[src/rtl/reset_sync_seq_pkg.sv]
// Shared definitions for the reset synchroniser / sequencer: FSM state
// encoding, legal parameter ranges and small elaboration-time helpers.
package reset_sync_seq_pkg;

  // Sequencer states, 2-bit binary encoding
  typedef enum logic [1:0] {
    ST_HOLD    = 2'd0,
    ST_RELEASE = 2'd1,
    ST_DONE    = 2'd2,
    ST_SW_HOLD = 2'd3
  } state_t;

  // Legal parameter ranges
  localparam int MIN_STAGES = 2;
  localparam int MAX_STAGES = 4;
  localparam int MIN_CH     = 1;
  localparam int MAX_CH     = 8;
  localparam int MIN_GAP    = 1;
  localparam int MIN_SW_RST = 1;

  // Larger of two integers, used to size the shared counter
  function automatic int max_int(input int a, input int b);
    return (a > b) ? a : b;
  endfunction

  // True when every parameter lies inside its legal range
  function automatic bit params_legal(input int stages, input int ch,
                                      input int gap, input int sw);
    return (stages >= MIN_STAGES) && (stages <= MAX_STAGES) &&
           (ch >= MIN_CH) && (ch <= MAX_CH) &&
           (gap >= MIN_GAP) && (sw >= MIN_SW_RST);
  endfunction

endpackage

[src/rtl/mux2_cell.sv]
// Generic 2:1 mux cell; kept as its own cell so the scan bypass path can be
// constrained / swapped for a library cell at implementation.
module mux2_cell (
  input  logic a,
  input  logic b,
  input  logic sel,
  output logic y
);

  assign y = sel ? b : a;

endmodule

[src/rtl/reset_sync_chain.sv]
// Asynchronous-assert / synchronous-release reset synchroniser.
// The chain clears immediately when RST falls and shifts ones in after RST
// rises, so sync_rst_n goes high NUM_STAGES clock edges after release.
module reset_sync_chain #(
  parameter int NUM_STAGES = 2
) (
  input  logic CLK,
  input  logic RST,
  output logic sync_rst_n
);

  logic [NUM_STAGES-1:0] stage_r;

  // Shift a constant one through the chain; cleared asynchronously by RST
  always_ff @(posedge CLK or negedge RST) begin
    if (!RST) begin
      stage_r <= {NUM_STAGES{1'b0}};
    end else begin
      stage_r <= {stage_r[NUM_STAGES-2:0], 1'b1};
    end
  end

  assign sync_rst_n = stage_r[NUM_STAGES-1];

endmodule

[src/rtl/reset_sync_seq.sv]
// Reset synchroniser plus release sequencer. After the synchronised release
// of RST, channel resets Sync_RST[k] are released one at a time, GAP_CYCLES
// apart, starting at bit 0. A software reset request in DONE pulls every
// channel back low for SW_RST_CYCLES and then replays the release sequence.
// Scan_mode bypasses everything so RST drives all reset outputs directly.
module reset_sync_seq
  import reset_sync_seq_pkg::*;
#(
  parameter int NUM_STAGES    = 2,
  parameter int NUM_CH        = 3,
  parameter int GAP_CYCLES    = 4,
  parameter int SW_RST_CYCLES = 8
) (
  input  logic              CLK,
  input  logic              RST,
  input  logic              Scan_mode,
  input  logic              Sw_rst_req,
  output logic [NUM_CH-1:0] Sync_RST,
  output logic              Rst_done
);

  localparam int CNT_MAX = max_int(GAP_CYCLES, SW_RST_CYCLES);
  localparam int CNT_W   = $clog2(CNT_MAX) + 1;
  localparam int IDX_W   = $clog2(NUM_CH) + 1;

  localparam logic [CNT_W-1:0] CNT_ZERO = {CNT_W{1'b0}};
  localparam logic [CNT_W-1:0] CNT_ONE  = CNT_W'(1);
  localparam logic [CNT_W-1:0] GAP_LAST = CNT_W'(GAP_CYCLES - 1);
  localparam logic [CNT_W-1:0] SW_LAST  = CNT_W'(SW_RST_CYCLES - 1);
  localparam logic [IDX_W-1:0] IDX_ZERO = {IDX_W{1'b0}};
  localparam logic [IDX_W-1:0] IDX_ONE  = IDX_W'(1);
  localparam logic [IDX_W-1:0] IDX_LAST = IDX_W'(NUM_CH - 1);

  // Reject out-of-range configurations at elaboration
  if (!params_legal(NUM_STAGES, NUM_CH, GAP_CYCLES, SW_RST_CYCLES)) begin : g_bad_params
    $error("reset_sync_seq: parameter out of legal range");
  end

  logic              sync_rst_n_s;
  state_t            state_r;
  logic [CNT_W-1:0]  cnt_r;
  logic [IDX_W-1:0]  idx_r;
  logic [NUM_CH-1:0] rst_out_r;
  logic              done_r;
  logic [NUM_CH-1:0] rel_mask_s;

  reset_sync_chain #(
    .NUM_STAGES (NUM_STAGES)
  ) u_sync (
    .CLK        (CLK),
    .RST        (RST),
    .sync_rst_n (sync_rst_n_s)
  );

  // One-hot mask of the channel selected for the next release
  always_comb begin
    rel_mask_s = {NUM_CH{1'b0}};
    for (int i = 0; i < NUM_CH; i++) begin
      rel_mask_s[i] = (idx_r == IDX_W'(i));
    end
  end

  // Sequencer FSM; every output is a flop so releases only happen on CLK edges
  always_ff @(posedge CLK or negedge RST) begin
    if (!RST) begin
      state_r   <= ST_HOLD;
      cnt_r     <= CNT_ZERO;
      idx_r     <= IDX_ZERO;
      rst_out_r <= {NUM_CH{1'b0}};
      done_r    <= 1'b0;
    end else begin
      case (state_r)
        ST_HOLD: begin
          rst_out_r <= {NUM_CH{1'b0}};
          done_r    <= 1'b0;
          cnt_r     <= CNT_ZERO;
          idx_r     <= IDX_ZERO;
          if (sync_rst_n_s) begin
            state_r <= ST_RELEASE;
          end else begin
            state_r <= ST_HOLD;
          end
        end

        ST_RELEASE: begin
          if (cnt_r == GAP_LAST) begin
            cnt_r     <= CNT_ZERO;
            rst_out_r <= rst_out_r | rel_mask_s;
            if (idx_r == IDX_LAST) begin
              state_r <= ST_DONE;
              done_r  <= 1'b1;
            end else begin
              idx_r <= idx_r + IDX_ONE;
            end
          end else begin
            cnt_r <= cnt_r + CNT_ONE;
          end
        end

        ST_DONE: begin
          if (Sw_rst_req) begin
            rst_out_r <= {NUM_CH{1'b0}};
            done_r    <= 1'b0;
            cnt_r     <= CNT_ZERO;
            state_r   <= ST_SW_HOLD;
          end else begin
            state_r <= ST_DONE;
          end
        end

        ST_SW_HOLD: begin
          if (cnt_r == SW_LAST) begin
            cnt_r   <= CNT_ZERO;
            idx_r   <= IDX_ZERO;
            state_r <= ST_RELEASE;
          end else begin
            cnt_r <= cnt_r + CNT_ONE;
          end
        end

        default: begin
          state_r   <= ST_HOLD;
          cnt_r     <= CNT_ZERO;
          idx_r     <= IDX_ZERO;
          rst_out_r <= {NUM_CH{1'b0}};
          done_r    <= 1'b0;
        end
      endcase
    end
  end

  // Scan bypass: RST straight to every reset output when Scan_mode is high
  for (genvar g = 0; g < NUM_CH; g++) begin : g_scan_mux
    mux2_cell u_mux (
      .a   (rst_out_r[g]),
      .b   (RST),
      .sel (Scan_mode),
      .y   (Sync_RST[g])
    );
  end

  mux2_cell u_done_mux (
    .a   (done_r),
    .b   (RST),
    .sel (Scan_mode),
    .y   (Rst_done)
  );

endmodule

[config.mk]
export PLATFORM = sky130hd
export DESIGN_NAME = reset_sync_seq
export DESIGN_NICKNAME = d
export VERILOG_FILES = /design/src/rtl/reset_sync_seq_pkg.sv /design/src/rtl/mux2_cell.sv /design/src/rtl/reset_sync_chain.sv /design/src/rtl/reset_sync_seq.sv
export SDC_FILE = /design/constraint.sdc
export NUM_CORES = 1
export LEC_CHECK = 0
export CELL_PAD_IN_SITES_DETAIL_PLACEMENT = 0
export CELL_PAD_IN_SITES_GLOBAL_PLACEMENT = 1
export CORE_MARGIN = 2
export CORE_UTILIZATION = 45
export CTS_BUF_LIST = sky130_fd_sc_hd__clkbuf_8
export DETAILED_ROUTE_END_ITERATION = 10
export GPL_TIMING_DRIVEN = 0
export HOLD_SLACK_MARGIN = 0.06
export PLACE_DENSITY_LB_ADDON = 0.1
export SYNTH_ARGS = -nofsm -noshare
export SYNTH_HDL_FRONTEND = slang
export SYNTH_SLANG_ARGS = --single-unit
[constraint.sdc]
create_clock -name CLK -period 5.3 [get_ports CLK]
set_clock_uncertainty 0.2 [all_clocks]
set_input_delay 1.06 -clock CLK [delete_from_list [all_inputs] [get_ports CLK]]
set_output_delay 1.06 -clock CLK [all_outputs]
set_load 0.05 [all_outputs]
==> results by group, run 1 <==
Logic synthesis
  – Share of the synthesized area in the top cell type: 0.392
  – Top FF cell, synth: dfrtp_1
  – Synth Area in Adders: 0.118
  – Xor/xnor cell area share of the yosys netlist: 0
  – Avg Cell Area, Syn: 9.57 um^2
  – Largest cells by area after synthesis: dfrtp_1 39%, ha_1 12%, inv_1 4.7%, o21ai_0 3.1%, nand2_1 2.7%
  – Compound-Gate Fraction of Synth Area: 0.152
  – Yosys warns: 0
  – Post-synth EDFFs: 0
  – Yosys cell types: 32
  – Yosys reg bits: 15
  – Multiplexer share of the synthesized area: 0.0366
  – Synth Area in Simple Gates: 0.224
  – Cell count after synthesis: 100
  – Register area share after synthesis: 0.392
  – Cell taking the most area after synthesis: dfrtp_1
  – Synthesized net count: about 110
  – Cell Area, Synth: 957 um^2
  – Asr flop ratio synth: 1.00
  – Largest family of logic cells by synthesized area: simple AND/OR/NAND/NOR gates

Clocking
  – Clk Latency, worst-skew pair: between 200 and 250 ps
  – Clk slew on worst S/H paths: 60 ps
  – CTS buffer count: 3
  – Cts repair resizes: 0
  – Max clock buf depth: 2
  – Postcts setup bufs: 0
  – Hold Buf Count CTS: 0
  – Root buf cell: clkbuf_8
  – H-Tree Depth: 1
  – Clock sink count: 15
  – CTS tree: built

Floorplan
  – Area of the die: 0.00251 mm^2
  – Core ar.: just under 0.002 mm^2
  – Initial core utilization: 0.483
  – Die X: approximately 50 um
  – Row count: 16
  – IO Count: 8
  – Die height: 50.1 um

STA
  – Final TNS setup: 0 ps
  – Fin crit share: 0.848
  – Hold_ws: around 150 ps
  – Endpoints failing setup: 0
  – Final Hold Vio Count: 0
  – RSZ-0062 raised after global routing: false
  – F_max: about 0.22 GHz
  – Final worst-path setup slack: around 800 ps
  – Max-slew violations: 0
  – Relative slew slack: 0.518
  – Worst-margin pin slew: between 700 and 800 ps
  – Tmin final: about 4500 ps

Min path
  – Worst min path class: reg -> reg

Setup path
  – CP Cell Sequence: clkdlybuf4s50_1 > nand2_1 > o21ai_0 > buf_4 > clkdlybuf4s50_1
  – Slowest stage delay, CP: 930 ps
  – Critical-path maximum fanout: 16
  – Crit path DAT: 3240 ps
  – CP required: just over 4000 ps
  – CP startpoint kind: input port
  – Kind of critical path: in -> out
  – CP max-delay cell: clkdlybuf4s50_1
  – Critical Path Most Common Cell: clkdlybuf4s50_1
  – Worst setup EP type: primary output

Placement
  – Inst Count DP: approximately 130
  – Hpwl dp: between 1000 and 1500 um
  – Placer Congestion: between 0.7 and 0.8
  – PortBufs: 7
  – Place WS: around 760 ps

GRT
  – Pin count of the biggest net entering global routing: 17
  – Vias in the first global route: approximately 700
  – GRT Overall Usage: 0.155
  – First-pass GRT wire length: 2940 um
  – Grt total ovfl: 0
  – Initial antenna violation count: 0

Finish
  – Area grow syn2layout: 15.7%
  – Antenna Cells: 0
  – Layout Cells excl Fill: around 140
  – Post-layout net count: ~130
  – Layout fillers: roughly 190
  – Share of cells above drive strength 1: 0.0991

Drt
  – Total number of vias: a little over 700
  – Routed len/inst: 12.3 um
  – Pre-antenna DRT Iters: 3
  – Final WL: ~1700 um
  – DRT iter0 DRCs: 7
  – DRC Markers: 0
  – Via-to-Cell Ratio: 5.23
  – Number of nets with antenna violations after routing: 0

Power
  – Total power: about 0.44 mW
  – Cell Pwr Density: around 400 mW/mm^2
  – Peak supply drop: around 0.00026 V
  – Pleak: around 0.50 nW

Run status
  – Status: completed

Flow run
  – Max-Cap Viols: 0
-- synth_stat cells, types with 2 or more instances --
master     n
dfrtp_1   15
inv_1     12
ha_1       9
nand2_1    7
o21ai_0    6
a21oi_1    5
and3_1     4
nor2b_1    4
buf_4      3
nand2b_1   3
nand3_1    3
nand4_1    3
mux2i_1    2
nor2_1     2
o211ai_1   2
o21a_1     2
o22ai_1    2
or3_1      2
-- through the flow --
step,cell area (um^2),util
after CTS,1110,0.559
final,1110,0.559
after floorplan,957,-
after global placement,1060,0.535
after global routing,1110,0.559
after detailed placement,1060,0.535
-- routing by layer --
layer  up-vias  track usage  routed length (um)  share of wire
li1        370            -                   -              -
met1       341        0.197                 823           0.49
met2         9        0.254                 809           0.48
met3         2       0.0364                  49          0.029
met4         0       0.0556                  11         0.0065
met5         -            0                   0              0
-- cells in the final DEF (no fill, tap or decap), drive strengths merged, types with 2 or more instances in the layout --
| master | instances |
|---|---|
| a21oi | 5 |
| nand2 | 7 |
| nor2 | 2 |
| o21a | 2 |
| and3 | 4 |
| dfrtp | 15 |
| nand2b | 3 |
| inv | 12 |
| mux2i | 2 |
| nand4 | 3 |
| o21ai | 6 |
| nand3 | 3 |
| nor2b | 4 |
| a211oi | 2 |
| o211ai | 2 |
| clkbuf | 4 |
| ha | 9 |
| o22ai | 2 |
| or3 | 2 |
| buf | 3 |
| clkdlybuf4s50 | 7 |
-- layout make-up --
cell class                      count  area (um^2)  area share
Clock inverter                      1         5.00     0.00452
Multi-Input combinational cell     69          510       0.461
Buffer                              4         26.3      0.0237
Inverter                           12         45.0      0.0407
Clock buffer                        3         41.3      0.0373
Sequential cell                    15          375       0.339
Tap cell                           27         33.8      0.0305
Timing Repair Buffer                7         70.1      0.0633
-- worst paths after layout --
check,start,to,slack (ps),cells after the start
max,RST,Sync_RST[2],800,5
min,u_sync.stage_r[0],u_sync.stage_r[1],150,0
max reg2reg,state_r[0],idx_r[0],3140,4
min reg2reg,u_sync.stage_r[0],u_sync.stage_r[1],150,0
max in group asynchronous,RST,done_r,3390,1
min in group asynchronous,RST,cnt_r[1],1040,1
-- where the power goes --
part / internal, mW / leakage [nW] / switching [mW]
logic: 0.0857 / 0.272 / 0.119
clock network: 0.0519 / 0.0255 / 0.0398
registers: 0.133 / 0.200 / 0.0152
total: 0.271 / 0.497 / 0.174
-- flip-flops by register name, indices dropped and copies added, names as in the netlist --
register	count
rst_out_r	3
done_r	1
idx_r	3
state_r	2
u_sync.stage_r	2
cnt_r	4
-- cell families (layout without fill, tap and decap cells) --
kind of cell	Yosys count	after routing
AND/OR/NAND/NOR	34	34
AO/OA/AOI/OAI	22	22
buffers and inverters	16	27
flip-flops	15	15
adder cells (fa/ha/maj)	9	9
multiplexers	3	3
other	1	1
-- worst max-delay path: cells and delay by family --
| kind | cells | cell delay, ps |
|---|---|---|
| buf+inv | 3 | 1840 |
| simple gates | 1 | 190 |
| compound gates | 1 | 130 |
Power figures use the tool's default switching activity.
==> run 2: changes to the inputs <==
- CORE_UTILIZATION: 45 -> 41
- clock period: 5.3 -> 3.6 ns (I/O delays scaled with it)
==> results by group, run 2 (synthesized netlist as in run 1, its figures left out) <==
Power
  – Int Power: 0.400 mW (+48%)
  – Combinational power share: 0.456 (-0.004)
  – Switching pwr: 0.260 mW (+49%)
  – Net Sw Frac: 0.394 (+0.00280)
  – Peak supply drop: 0.000403 V (+57%)
  – Clock power share: 0.213 (+0.007)
  – Pleak: 0.498 nW (about the same)
  – Sequential power share: 0.331 (-0.002)
  – Cell Pwr Density: 597 mW/mm^2 (+49%)

Finish
  – Commonest non-fill, non-tap cell in the layout: dfrtp_1
  – Antenna Cells: 0 (unchanged)
  – Largest registers: cnt_r (4), idx_r (3), rst_out_r (3)
  – Share of cells above drive strength 1: 0.108 (+0.00901)
  – Max reg flops: 4 (unchanged)
  – Area grow syn2layout: 15.3%
  – Post-layout net count: 125 (unchanged)
  – Layout Cells excl Fill: 139 (+0.72%)
  – Top reg by flops: cnt_r
  – Layout fillers: 226 (+22%)
  – Commonest non-fill, non-tap cells in the layout: 15 x dfrtp_1, 12 x inv_1, 9 x ha_1
  – Layout Utilization: 0.499 (-0.0598)

STA
  – Max-slew violations: 0 (unchanged)
  – Hold_ws: 149 ps (-0.786 ps)
  – F_max: roughly 0.30 GHz
  – Tmin final: approximately 3300 ps
  – Worst-margin pin slew: 544 ps (-177 ps)
  – Relative slew slack: 0.636 (+0.118)
  – RSZ-0062 raised after global routing: false
  – Endpoints failing setup: 0 (unchanged)
  – Fin crit share: 0.915
  – Final Hold Vio Count: 0 (unchanged)

Floorplan
  – IO Count: 8 (unchanged)
  – Die height: 52.3 um (+4.4%)
  – Row count: 17 (+1)
  – Area of the die: 0.00274 mm^2 (+9.0%)
  – Initial core utilization: 0.433 (-0.0503)
  – Die X: 52.3 um (+4.4%)
  – Core ar.: 0.00221 mm^2 (+12%)

Setup path
  – Kind of critical path: in -> out
  – Crit path DAT: 2380 ps (-860 ps)
  – Crit path buf inv count: 3 (unchanged)
  – R2r setup slk: 1450 ps (-1690 ps)
  – CP required: 2680 ps (-1360 ps)
  – Critical-path maximum fanout: 5 (-11)
  – Critical Path Most Common Cell: clkdlybuf4s50_1
  – CP Cell Sequence: clkdlybuf4s50_1 > nand2_1 > o21ai_0 > buf_4 > clkdlybuf4s50_1
  – Worst setup EP type: primary output
  – Family with the most delay on the worst path: buffers and inverters
  – CP startpoint kind: input port
  – CP max-delay cell: clkdlybuf4s50_1
  – CP startpoint: Scan_mode
  – Worst r2r src: state_r[0]
  – Slowest stage delay, CP: 780 ps (-150 ps)

Min path
  – Critical hold path startpoint: u_sync.stage_r[0]
  – Worst min path class: reg -> reg

Placement
  – Hpwl dp: 1320 um (+1.5%)
  – PortBufs: 7 (unchanged)
  – Placer Congestion: 0.826 (+5.4%)
  – Inst Count DP: 135 (+0.75%)

Clocking
  – Clock sink count: 15 (unchanged)
  – Root buf cell: clkbuf_8
  – Clk Latency, worst-skew pair: 250 ps (about the same)
  – H-Tree Depth: 1 (unchanged)
  – Postcts setup bufs: 0 (unchanged)
  – CTS tree: built
  – CTS buffer count: 3 (unchanged)
  – Hold Buf Count CTS: 0 (unchanged)
  – Max clock buf depth: 2 (unchanged)
  – Clk slew on worst S/H paths: 70 ps (about the same)

GRT
  – First-pass GRT wire length: 3190 um (+8.4%)
  – Vias in the first global route: 691 (-1.0%)
  – GRT Overall Usage: 0.160 (+0.00529)
  – Initial antenna violation count: 0 (unchanged)
  – Grt total ovfl: 0 (unchanged)
  – Pin count of the biggest net entering global routing: 17 (unchanged)

Drt
  – Number of nets with antenna violations after routing: 0 (unchanged)
  – Final WL: 1760 um (+4.0%)
  – Total number of vias: 723 (+0.14%)
  – Via-to-Cell Ratio: 5.20 (-0.58%)
  – Routed len/inst: 12.7 um (+3.2%)
  – DRC Markers: 0 (unchanged)
  – Pre-antenna DRT Iters: 5 (+2)
  – DRT iter0 DRCs: 11 (+4)

Run status
  – Status: completed

Flow run
  – Max-Cap Viols: 0 (unchanged)
-- run 2: cell types whose count changed in the layout (fill, tap and decap cells not counted) --
| cell | delta |
|---|---|
| clkbuf_2 | +1 |
| clkdlybuf4s50_1 | -1 |
-- run 2: power by group through the flow --
stage / combinational, mW / sequential [mW] / clock [mW]
2_1_floorplan: 0.237 / 0.216 / 0
3_3_place_gp: 0.298 / 0.221 / 0
3_5_place_dp: 0.303 / 0.222 / 0
4_1_cts: 0.305 / 0.218 / 0.145
5_1_grt: 0.343 / 0.222 / 0.150
6_report: 0.301 / 0.218 / 0.141
-- run 2: cell type report --
type                    count  area [um^2]  share of cell area
inverters                  12         45.0              0.0408
plain buffers               4         26.3              0.0238
multi-input cells          69          510               0.463
well taps                  28         35.0              0.0317
clock buffers               3         41.3              0.0374
clock inverters             1         5.00             0.00454
flip-flops and latches     15          375               0.340
repair buffers              7         65.1              0.0590
-- run 2: repair_timing --
| item | CTS | global route |
|---|---|---|
| resized for setup | 1 | 2 |
| endpoints found under the hold margin | 0 | 0 |
| setup endpoints to repair | 4 | 4 |
-- run 2: through the flow --
| stage | area (um^2) | power, mW | setup WS [ps] | TNS, ps |
|---|---|---|---|---|
| global route | 1100 | 0.716 | 185 | 0 |
| detailed placement | 1060 | 0.524 | -270 | -974 |
| floorplan | 957 | 0.453 | 864 | 0 |
| CTS | 1110 | 0.668 | 5.98 | 0 |
| global placement | 1060 | 0.519 | -243 | -877 |
| finish | 1100 | 0.659 | 304 | 0 |
-- run 2: metal layers --
layer / vias up / track usage / wire length (um)
li1: 369 / - / -
met1: 337 / 0.225 / 872
met2: 12 / 0.231 / 783
met3: 5 / 0.0343 / 62
met4: 0 / 0.0769 / 42
met5: - / 0 / 0
-- run 2: worst paths after layout --
check / cells past startpoint / endpoint
min: 0 / u_sync.stage_r[1]
min in group asynchronous: 1 / cnt_r[0]
max reg2reg: 4 / idx_r[0]
max in group asynchronous: 1 / rst_out_r[1]
min reg2reg: 0 / u_sync.stage_r[1]
max: 5 / Sync_RST[2]
==> run 3: changes to the inputs <==
- CORE_ASPECT_RATIO: not set -> 0.6
==> results by group, run 3 (synthesized netlist as in run 1, its figures left out) <==
Run status
  – Status: completed

Min path
  – Worst min path class: reg -> reg
  – Critical hold path startpoint: u_sync.stage_r[0]
  – Hold Path Cell Cnt: 0 (unchanged)
  – Hold endpoint: u_sync.stage_r[1]

Setup path
  – Critical-path maximum fanout: 5 (unchanged)
  – CP max-delay cell: clkdlybuf4s50_1
  – CP Cell Sequence: clkdlybuf4s50_1 > nand2_1 > o21ai_0 > buf_4 > clkdlybuf4s50_1
  – CP required: 2680 ps (about the same)
  – Worst R2R Path Depth: 4 (unchanged)
  – Critical Path Most Common Cell: clkdlybuf4s50_1
  – Family with the most delay on the worst path: buffers and inverters
  – Crit path buf inv count: 3 (unchanged)
  – Kind of critical path: in -> out
  – Worst r2r src: state_r[0]
  – Reg-to-reg endpoint: idx_r[0]
  – Worst setup EP type: primary output
  – Number of stages on the worst setup path: 5 (unchanged)
  – R2r setup slk: 1470 ps (+20 ps)
  – Crit path DAT: 2380 ps (about the same)
  – CP startpoint kind: input port
  – Slowest stage delay, CP: 790 ps (about the same)

Clocking
  – CTS buffer count: 3 (unchanged)
  – Hold Buf Count CTS: 0 (unchanged)
  – Root buf cell: clkbuf_8
  – CTS tree: built
  – Max clock buf depth: 2 (unchanged)
  – H-Tree Depth: 1 (unchanged)
  – Clock sink count: 15 (unchanged)
  – Clk slew on worst S/H paths: 60 ps (about the same)
  – Clk Latency, worst-skew pair: 250 ps (about the same)

STA
  – Max-slew violations: 0 (unchanged)
  – Fin crit share: 0.916 (about the same)
  – Relative slew slack: 0.644 (+0.00806)
  – Tmin final: 3300 ps (+0.931 ps)
  – F_max: 0.303 GHz (about the same)
  – Endpoints failing setup: 0 (unchanged)
  – Worst-margin pin slew: 532 ps (-12.0 ps)
  – RSZ-0062 raised after global routing: false
  – Final Hold Vio Count: 0 (unchanged)

Drt
  – DRT iter0 DRCs: 68 (+57)
  – DRC Markers: 0 (unchanged)
  – Pre-antenna DRT Iters: 4 (-1)
  – Total number of vias: 709 (-1.9%)
  – Routed len/inst: 12.7 um (about the same)
  – Number of nets with antenna violations after routing: 0 (unchanged)
  – Final WL: 1790 um (+1.5%)
  – Via-to-Cell Ratio: 5.03 (-3.3%)

Power
  – Cell Pwr Density: 589 mW/mm^2 (-1.3%)
  – Switching pwr: 0.254 mW (-2.1%)
  – Sequential power share: 0.335 (+0.004)
  – Total power: 0.651 mW (-1.2%)
  – Net Sw Frac: 0.390 (-0.00361)
  – Pleak: 0.499 nW (+0.28%)
  – Clock power share: 0.207 (-0.006)
  – Combinational power share: 0.458 (+0.002)
  – Int Power: 0.397 mW (-0.64%)
  – Peak supply drop: 0.000351 V (-13%)

Floorplan
  – Area of the die: 0.00275 mm^2 (+0.46%)
  – IO Count: 8 (unchanged)
  – Core ar.: 0.00218 mm^2 (-1.5%)
  – Die X: 66.4 um (+27%)
  – Initial core utilization: 0.439 (+0.00646)
  – Row count: 13 (-4)
  – Die height: 41.4 um (-21%)

Finish
  – Reg area: 375 um^2 (unchanged)
  – Commonest non-fill, non-tap cells in the layout: 15 x dfrtp_1, 13 x inv_1, 9 x ha_1
  – Layout fillers: 213 (-5.8%)
  – Max reg flops: 4 (unchanged)
  – Area grow syn2layout: 15.4%
  – Post-layout net count: 125 (unchanged)
  – Antenna Cells: 0 (unchanged)
  – Multi-input gate area: 510 um^2 (unchanged)
  – Layout Utilization: 0.507 (+0.00802)
  – Top reg by flops: cnt_r
  – Share of cells above drive strength 1: 0.0991 (-0.00901)
  – Commonest non-fill, non-tap cell in the layout: dfrtp_1
  – Largest registers: cnt_r (4), idx_r (3), rst_out_r (3)

Placement
  – Placer Congestion: 0.813 (-1.6%)
  – Hpwl dp: 1400 um (+5.8%)
  – PortBufs: 7 (unchanged)

GRT
  – Vias in the first global route: 668 (-3.3%)
  – First-pass GRT wire length: 3160 um (-0.85%)
  – GRT Overall Usage: 0.155 (-0.00514)
  – Grt total ovfl: 0 (unchanged)
  – Pin count of the biggest net entering global routing: 17 (unchanged)
  – Initial antenna violation count: 0 (unchanged)

Flow run
  – Max-Cap Viols: 0 (unchanged)
==> run 3: cell count changes in the layout (fill, tap and decap cells not counted) <==
cell      change
inv_1         +1
clkinv_2      -1
==> run 3: worst max-delay path by stage <==
| stage | from | to | slack, ps |
|---|---|---|---|
| 2_1_floorplan | Scan_mode | Rst_done | 860 |
| 3_3_place_gp | RST | Sync_RST[0] | -310 |
| 3_5_place_dp | RST | Sync_RST[2] | -310 |
| 4_1_cts | RST | Sync_RST[2] | 1 |
| 5_1_grt | Scan_mode | Sync_RST[1] | 140 |
| 6_report | Scan_mode | Sync_RST[2] | 300 |
==> run 3: final cells by class <==
class / instances / share of cell area
clock buffers: 3 / 0.0374
multi-input cells: 69 / 0.462
repair buffers: 7 / 0.0589
flip-flops and latches: 15 / 0.340
plain buffers: 4 / 0.0238
inverters: 12 / 0.0408
well taps: 30 / 0.0340
clock inverters: 1 / 0.00340
==> run 3: routing by layer <==
layer	vias to the layer above	part of all wire	global-route usage
met4	0	0.013	0.0367
met3	5	0.046	0.0650
met5	-	0	0
li1	368	-	-
met1	326	0.55	0.244
met2	10	0.39	0.190
==> run 3: per-stage QoR <==
stage / area (um^2) / hold WS [ps] / cells / setup WS, ps / TNS, ps
global placement: 1060 / 133 / 137 / -305 / -1090
global route: 1100 / 158 / 141 / 144 / 0
CTS: 1110 / 151 / 141 / 1.34 / 0
finish: 1100 / 147 / 141 / 303 / 0
floorplan: 957 / 131 / 100 / 864 / 0
detailed placement: 1060 / 136 / 137 / -310 / -1130
==> run 3: timing repair <==
action / in CTS / in global routing
gates resized for setup: 2 / 1
endpoints found under the setup margin: 4 / 4
setup buffers: 0 / 0
==> run 3: worst register-to-register path, cell delays in order (launching register included) <==
cell and delay (ps):
dfrtp_1 410, ha_1 310, nor4b_4 570, o32ai_1 150, a221o_1 370
==> run 3: power by group through the flow <==
stage / Sequential [mW] / Combinational (mW) / Clock [mW]
finish: 0.218 / 0.298 / 0.135
global placement: 0.220 / 0.296 / 0
CTS: 0.218 / 0.302 / 0.144
detailed placement: 0.222 / 0.301 / 0
global route: 0.223 / 0.342 / 0.149
floorplan: 0.216 / 0.237 / 0
